$ cat config.mk
export PLATFORM = sky130hd
export DESIGN_NAME = pause_dim_ctl
export DESIGN_NICKNAME = d
export VERILOG_FILES = /design/src/rtl/pause_pkg.sv /design/src/rtl/rgb_attenuator.sv /design/src/rtl/pause_dim_ctl.sv
export SDC_FILE = /design/constraint.sdc
export NUM_CORES = 1
export LEC_CHECK = 0
export BUFFER_PORTS_ARGS = -buffer_cell sky130_fd_sc_hd__buf_2
export CORE_MARGIN = 2
export CORE_UTILIZATION = 45
export DETAILED_ROUTE_END_ITERATION = 12
export PLACE_DENSITY = 0.78
export SLEW_MARGIN = 10
export SYNTH_ARGS = -nofsm -noshare
export SYNTH_HDL_FRONTEND = slang
export SYNTH_HIERARCHICAL = 1
export SYNTH_SLANG_ARGS = --single-unit
export TNS_END_PERCENT = 1
$ cat constraint.sdc
create_clock -name clk_sys -period 4.4 [get_ports clk_sys]
set_input_delay 0.88 -clock clk_sys [delete_from_list [all_inputs] [get_ports clk_sys]]
set_output_delay 0.88 -clock clk_sys [all_outputs]
set_load 0.1 [all_outputs]
$ cat src/rtl/pause_pkg.sv
// Shared types and helpers for the pause / screen-dim controller.
//   state_e         : controller state (RUN, PAUSED, DIMMED)
//   cnt_width()     : bits needed to hold a value 0..max_val (minimum 1)
//   DIM_TICKS_DEF   : default pause-to-dim delay in clk_sys cycles
//   FADE_TICKS_DEF  : default cycles per fade step (PAUSE_FADE_EN builds)
package pause_pkg;

    typedef enum logic [1:0] {
        RUN    = 2'd0,
        PAUSED = 2'd1,
        DIMMED = 2'd2
    } state_e;

    localparam int unsigned DIM_TICKS_DEF  = 120000000;
    localparam int unsigned FADE_TICKS_DEF = 4000000;

    // Width of a counter that must reach max_val inclusive.
    function automatic int unsigned cnt_width(input int unsigned max_val);
        return (max_val <= 1) ? 1 : $clog2(max_val + 1);
    endfunction

endpackage

$ cat src/rtl/rgb_attenuator.sv
// Combinational per-channel attenuator: each CH_W-bit channel of a packed
// {R,G,B} pixel is logically right-shifted by level (zero-filled).
//   rgb       in  3*CH_W  source pixel {R,G,B}
//   level     in  LVL_W   shift amount applied to every channel
//   rgb_att_c out 3*CH_W  attenuated pixel, combinational
module rgb_attenuator
    import pause_pkg::*;
#(
    parameter int unsigned CH_W  = 4,
    parameter int unsigned LVL_W = cnt_width(CH_W - 1)
) (
    input  logic [3*CH_W-1:0] rgb,
    input  logic [LVL_W-1:0]  level,
    output logic [3*CH_W-1:0] rgb_att_c
);

    // Shift each channel independently so no bits bleed between channels.
    always_comb begin
        rgb_att_c = '0;
        for (int c = 0; c < 3; c++) begin
            rgb_att_c[c*CH_W +: CH_W] = rgb[c*CH_W +: CH_W] >> level;
        end
    end

endmodule

$ cat src/rtl/pause_dim_ctl.sv
// Pause and screen-dim controller for arcade cores.
// Merges a user pause toggle button with NUM_SRC level-held pause requests,
// and after DIM_TICKS cycles of pause attenuates the RGB stream by DIM_SHIFT.
// Optional macro PAUSE_FADE_EN: fade in the attenuation one step every
// FADE_TICKS cycles instead of jumping straight to DIM_SHIFT.
//   clk_sys     in  1        system clock
//   reset       in  1        synchronous, active-high reset
//   btn_pause   in  1        user pause button (rising edge toggles)
//   pause_req   in  NUM_SRC  external level pause requests
//   dim_en      in  1        1 = dimming allowed
//   rgb_in      in  3*CH_W   core pixel {R,G,B}
//   pause       out 1        combined pause to core (combinational)
//   dimmed      out 1        high while attenuation is applied
//   user_paused out 1        user toggle state
//   rgb_out     out 3*CH_W   registered, possibly attenuated pixel
module pause_dim_ctl
    import pause_pkg::*;
#(
    parameter int unsigned CH_W       = 4,
    parameter int unsigned NUM_SRC    = 2,
    parameter int unsigned DIM_TICKS  = DIM_TICKS_DEF,
    parameter int unsigned DIM_SHIFT  = 1,
    parameter int unsigned FADE_TICKS = FADE_TICKS_DEF
) (
    input  logic                 clk_sys,
    input  logic                 reset,
    input  logic                 btn_pause,
    input  logic [NUM_SRC-1:0]   pause_req,
    input  logic                 dim_en,
    input  logic [3*CH_W-1:0]    rgb_in,
    output logic                 pause,
    output logic                 dimmed,
    output logic                 user_paused,
    output logic [3*CH_W-1:0]    rgb_out
);

    localparam int unsigned RGB_W = 3 * CH_W;
    localparam int unsigned TMR_W = cnt_width(DIM_TICKS);
    localparam int unsigned LVL_W = cnt_width(CH_W - 1);

    if (NUM_SRC < 1 || DIM_TICKS < 1 || FADE_TICKS < 1 ||
        DIM_SHIFT < 1 || DIM_SHIFT >= CH_W) begin : g_bad_cfg
        $error("pause_dim_ctl: illegal parameter set");
    end

    logic               btn_prev;
    logic [TMR_W-1:0]   timer;
    logic               timer_sat_c;
    state_e             state_q;
    state_e             state_d;
    logic [LVL_W-1:0]   lvl_c;
    logic [RGB_W-1:0]   rgb_att_c;

    assign pause       = user_paused | (|pause_req);
    assign timer_sat_c = (timer == TMR_W'(DIM_TICKS));

    // Button edge detect, user toggle and pause timer.
    always_ff @(posedge clk_sys) begin
        btn_prev <= btn_pause;
        if (reset) begin
            user_paused <= 1'b0;
            timer       <= '0;
        end else begin
            if (btn_pause & ~btn_prev) begin
                user_paused <= ~user_paused;
            end
            if (!pause) begin
                timer <= '0;
            end else if (!timer_sat_c) begin
                timer <= timer + TMR_W'(1);
            end
        end
    end

    // State register.
    always_ff @(posedge clk_sys) begin
        if (reset) begin
            state_q <= RUN;
        end else begin
            state_q <= state_d;
        end
    end

    // Next-state logic.
    always_comb begin
        state_d = state_q;
        if (!pause) begin
            state_d = RUN;
        end else begin
            case (state_q)
                RUN:     state_d = PAUSED;
                PAUSED:  if (timer_sat_c && dim_en) state_d = DIMMED;
                DIMMED:  if (!dim_en) state_d = PAUSED;
                default: state_d = RUN;
            endcase
        end
    end

    // Attenuation level follows the state being entered, so the pixel
    // registered on the same edge already reflects unpause / dim_en changes.
`ifdef PAUSE_FADE_EN
    localparam int unsigned FADE_W = cnt_width(FADE_TICKS - 1);

    logic [FADE_W-1:0]  fade_cnt;
    logic [LVL_W-1:0]   fade_lvl;
    logic               fade_step_c;

    assign fade_step_c = (fade_cnt == FADE_W'(FADE_TICKS - 1));

    always_comb begin
        lvl_c = '0;
        if (state_d == DIMMED) begin
            if (state_q != DIMMED) begin
                lvl_c = LVL_W'(1);
            end else if (fade_step_c && (fade_lvl < LVL_W'(DIM_SHIFT))) begin
                lvl_c = fade_lvl + LVL_W'(1);
            end else begin
                lvl_c = fade_lvl;
            end
        end
    end

    // Step counter runs only while staying in DIMMED.
    always_ff @(posedge clk_sys) begin
        if (reset) begin
            fade_cnt <= '0;
            fade_lvl <= '0;
        end else begin
            fade_lvl <= lvl_c;
            if (state_d != DIMMED || state_q != DIMMED || fade_step_c) begin
                fade_cnt <= '0;
            end else begin
                fade_cnt <= fade_cnt + FADE_W'(1);
            end
        end
    end
`else
    always_comb begin
        lvl_c = '0;
        if (state_d == DIMMED) begin
            lvl_c = LVL_W'(DIM_SHIFT);
        end
    end
`endif

    rgb_attenuator #(
        .CH_W  (CH_W),
        .LVL_W (LVL_W)
    ) u_att (
        .rgb       (rgb_in),
        .level     (lvl_c),
        .rgb_att_c (rgb_att_c)
    );

    // Output pixel register.
    always_ff @(posedge clk_sys) begin
        if (reset) begin
            rgb_out <= '0;
            dimmed  <= 1'b0;
        end else begin
            rgb_out <= rgb_att_c;
            dimmed  <= (lvl_c != '0);
        end
    end

endmodule

== Word level (Yosys, flattened, before mapping) ==
Cells that the tools add are included.

* Bits of input ports: 18
* Register bits: 44
* Output and inout bits: 15
* Word-level logic and storage cells: 29

* Bitwise logic cells: 5
* Equality and inequality tests: 4
* Reduce and logical (&&, ||, !) cells: 5
* Add/subtract/negate cells: 1
* Shift-type cells: 3
* Multiplexer cells: 5

{| class="wikitable"
|+ Operator list
! operator !! count
|-
| 27-bit by 1-bit adder with 27-bit output, second input constant || 1
|-
| 27-bit equality test, second input constant || 1
|-
| 4-bit by 1-bit >> shifter with 4-bit output || 3
|-
| 2-bit 2-to-1 mux || 3
|-
| 2-bit case mux with 3 select lines || 1
|-
| 2-bit equality test, second input constant || 2
|-
| 2-bit OR reduction || 2
|-
| 1-bit inverter || 3
|-
| 2-bit by 1-bit equality test with 1-bit output, second input constant || 1
|-
| 2-bit logical NOT || 1
|-
| 2-bit nonzero test || 1
|-
| 1-bit bitwise AND || 1
|-
| 1-bit logical AND || 1
|-
| 1-bit 2-to-1 mux || 1
|-
| 1-bit OR || 1
|}

== Logic depth before layout (Yosys ltp) ==
* Depth in word-level cells: 8
* Depth in mapped cells: 10
* Gate-level depth less buffers: 9

== Modules after synthesis ==
The synthesis kept the hierarchy.

{| class="wikitable"
|+ By module, submodules not included
! module !! instances !! cells an instance !! seq. area each (µm²) !! area an instance (µm²)
|-
| pause_dim_ctl || 1 || 210 || 880.8 || 1903.1
|-
| rgb_attenuator || 1 || 25 || 0.0 || 207.7
|}

== Worst setup path before layout ==
Ideal clock, no wire load.

* Kind: register to output
* Start: reg user_paused
* End: out pause
* Path buffers: 0
* Arrival time: 1.843 ns
* Path slack: 1.677 ns
* Required time: 3.520 ns
* Stages on the path, launching flop included: 3
* Cells stage by stage: dfxtp_1 > nor3_1 > inv_1

* Cells in the longest elaborated chain, start to end: 1

{| class="wikitable"
|+ RTL lines
! item !! line !! text
|-
| from (decl) || pause_dim_ctl.sv:33 || <nowiki>output logic user_paused,</nowiki>
|-
| from (signal assigned) || pause_dim_ctl.sv:65 || <nowiki>user_paused <= ~user_paused;</nowiki>
|-
| 1-bit OR || pause_dim_ctl.sv:54 || <nowiki>assign pause = user_paused | (|pause_req);</nowiki>
|-
| to (decl) || pause_dim_ctl.sv:31 || <nowiki>output logic pause,</nowiki>
|}

No other way between the ends.

== Worst setup path in the final report ==
* Start: in pause_req[1]
* End: out pause

* Cells in the longest elaborated chain, start to end: 2

{| class="wikitable"
|+ RTL lines
! item !! line !! text
|-
| from (decl) || pause_dim_ctl.sv:28 || <nowiki>input logic [NUM_SRC-1:0] pause_req,</nowiki>
|-
| 2-bit OR reduction || pause_dim_ctl.sv:54 ||
|-
| 1-bit OR || pause_dim_ctl.sv:54 ||
|}

No other way between the ends.

==> impl_metrics.py <==
metrics = {
    "outcome": {
        "status": "complete, no violations",
    },
    "finish": {
        "multi_input_area_sq_um": 1157,
        "antenna_cells": 0,
        "drive_gt1_frac": 0.1692,
        "final_nets": 285,
        "fin_area_sq_um": 2394,
        "area_growth_syn_to_layout_pct": 13.40,
        "final_common_cell": "dfxtp_1",
        "most-common-layout-cells": "dfxtp_1 (44), buf_2 (32), nor2_1 (21)",
        "fillerInstances": 417,
        "regArea_sq_um": 880.8,
    },
    "clock_tree": {
        "htree_levels": 2,
        "cts_sinks": 44,
        "cts_buffers": 5,
        "post_cts_buffers": 0,
        "cts_buffer_depth": 2,
        "cts-root-buf": "clkbuf_8",
        "clkTransAtPathRegs_ns": 0.07,
        "ctsResizeCount": 0,
        "cts_hold_buf": 0,
        "cts_tree": "built",
        "insertion_delay_ns": 0.30,
    },
    "floorplan": {
        "core-area_sq_um": 4444,
        "initial_utilization": 0.4749,
        "die_w_um": 72.49,
        "row_count": 24,
        "fp.dieH_um": 72.49,
        "dieArea_sq_um": 5255,
        "io_pins": 33,
    },
    "setup_path": {
        "crit_required_ns": 3.52,
        "path_cells": "buf_2 -> nor3_1 -> inv_1 -> buf_2",
        "crit_top_cell": "buf_2",
        "crit_path_start_kind": "primary input",
        "worstRegToRegCells": 8,
        "end_kind": "primary output",
        "arrival_ns": 1.71,
        "cpPeakStageDelay_ns": 0.36,
        "critPathSlowestCell": "nor3_1",
        "critical_path.max_fanout": 5,
        "criticalPathCategory": "in2out",
    },
    "timing": {
        "rsz0062_at_grt": "false",
        "tightest_slew_ns": 0.8700,
        "period_share": 0.5876,
        "fin_worst_skew_ns": 0.008449,
        "hold_viol_final": 0,
        "setup-tns-final_ns": 0,
        "fmax_ghz": 0.3868,
        "slew_headroom": 0.4200,
        "finalCriticalPeriod_ns": 2.586,
        "drv_slew": 0,
        "finalSetupViolCount": 0,
    },
    "detailed_routing": {
        "top_layer": "met4",
        "wl_met1_um": 1850,
        "ant_nets": 0,
        "wl_met2_um": 1865,
        "vias": 1771,
        "drt_wl_total_um": 3965,
        "drc": 0,
        "vias_per_cell": 5.569,
        "drt_first_pass_iters": 5,
        "dr_wl_met3_um": 174,
        "post_drt_wl_per_cell_um": 12.47,
        "drtIter0Drc": 75,
    },
    "logic_synthesis": {
        "synth-main-ff-cell": "dfxtp_1",
        "synth_edf_count": 0,
        "ys_warn_count": 6,
        "synth-seq-cells": 44,
        "syn_area_per_cell_sq_um": 8.982,
        "synthArstFlopShare": 0,
        "ys_seq_area_frac": 0.4173,
        "netlist_instances": 235,
        "netlist_area_sq_um": 2111,
        "synth.distinct_cells": 43,
    },
    "pwr": {
        "leakagePower_nw": 0.9378,
        "ir_worst_vdd_uv": 194.6,
        "power_mw": 0.8153,
        "cellPowerDensity_nw_per_um2": 340.6,
    },
    "placement": {
        "globalplace.congestion": 0.8127,
        "dpl.hpwl_um": 2946,
        "port_buffers": 32,
        "placed_area_sq_um": 2286,
    },
    "global_routing": {
        "grt_pass1_vias": 1663,
        "globalRouteOverflowTotal": 0,
        "grt_max_degree": 28,
        "antenna_found_initial": 0,
        "grt_usage": 0.1716,
        "grt_pass1_wl_um": 7155,
    },
    "min_path": {
        "hold_path_class": "reg2reg",
        "hold_depth": 1,
    },
    "flow_run": {
        "max-cap-violations": 0,
    },
}
==> critical path: cells and delay by family <==
family        cells  cell delay, ns
simple gates      1            0.36
buf+inv           3            0.46
==> power breakdown <==
| part | leakage, nW | total, mW | internal (mW) | switching (mW) |
|---|---|---|---|---|
| Clock | 0.0552 | 0.296 | 0.168 | 0.127 |
| Sequential | 0.358 | 0.413 | 0.408 | 0.00568 |
| Combinational | 0.524 | 0.106 | 0.0255 | 0.0806 |
| Total | 0.938 | 0.815 | 0.602 | 0.214 |
==> cells in the mapped netlist (all sizes together) (2+ instances only) <==
cell type  count  area [sq um]
nand4bb        2         22.52
ha             2         25.02
nor3b          2         15.01
o211ai        11         82.58
or3            3         18.77
o21ai          2         10.00
a21oi          4         20.02
buf            4         35.03
dfxtp         44         880.8
inv            4         15.01
or4           14         108.9
and3           4         25.02
mux2i         12         120.1
clkbuf         7         26.28
nand2         18         67.56
and4           5         45.04
nor3           7         35.03
xor2           8         70.07
and2           4         25.02
xnor2          5         43.79
nand4         10         68.81
o2bb2ai        3         26.28
nand3         13         70.07
nor2b         15         93.84
nor2          21         78.83
==> final cells by class <==
cell class                      instances  area share
Multi-Input combinational cell        177      0.4835
Tap cell                               52     0.02718
Inverter                                4    0.006273
Timing Repair Buffer                   33     0.07005
Sequential cell                        44      0.3680
Clock inverter                          2     0.01464
Clock buffer                            6     0.03032
==> layer usage <==
metal / up-vias / track usage
li1: 912 / -
met1: 821 / 0.2089
met2: 31 / 0.2834
met3: 7 / 0.04722
met4: 0 / 0.07613
met5: - / 0
==> registers in the layout (all words and copies together), names as in the netlist <==
signal       flops
btn_prev         1
dimmed           1
rgb_out         12
state_q          2
timer           27
user_paused      1
==> cells by family (layout without fill, tap and decap cells) <==
group,after synthesis,in the layout,share of synthesized area
buffers and inverters,15,45,0.03616
AND/OR/NAND/NOR,123,123,0.3367
multiplexers,12,12,0.05691
flip-flops,44,44,0.4173
other,1,2,0.001777
adder cells (fa/ha/maj),2,2,0.01185
AO/OA/AOI/OAI,25,25,0.08536
XOR/XNOR,13,13,0.05394
==> path summary, 6_finish.rpt <==
check / start / end / slack [ns]
min reg2reg: state_q[0]$_SDFF_PP0_ / state_q[0]$_SDFF_PP0_ / 0.51
max reg2reg: timer[15]$_SDFFE_PP0P_ / rgb_out[10]$_SDFF_PP0_ / 2.12
min: state_q[0]$_SDFF_PP0_ / state_q[0]$_SDFF_PP0_ / 0.51
max: pause_req[1] / pause / 1.81
==> stage by stage <==
step | hold WS, ns | utilization | setup slack [ns] | std cells
finish | 0.5071 | 0.5386 | 1.814 | 318
global route | 0.5424 | 0.5386 | 1.745 | 318
CTS | 0.5107 | 0.5386 | 1.808 | 318
detailed placement | 0.4942 | 0.5144 | 1.805 | 310
global placement | 0.4820 | 0.5144 | 1.853 | 310
floorplan | 0.4638 | - | 1.677 | 236
(Power assumes the default switching activity.)
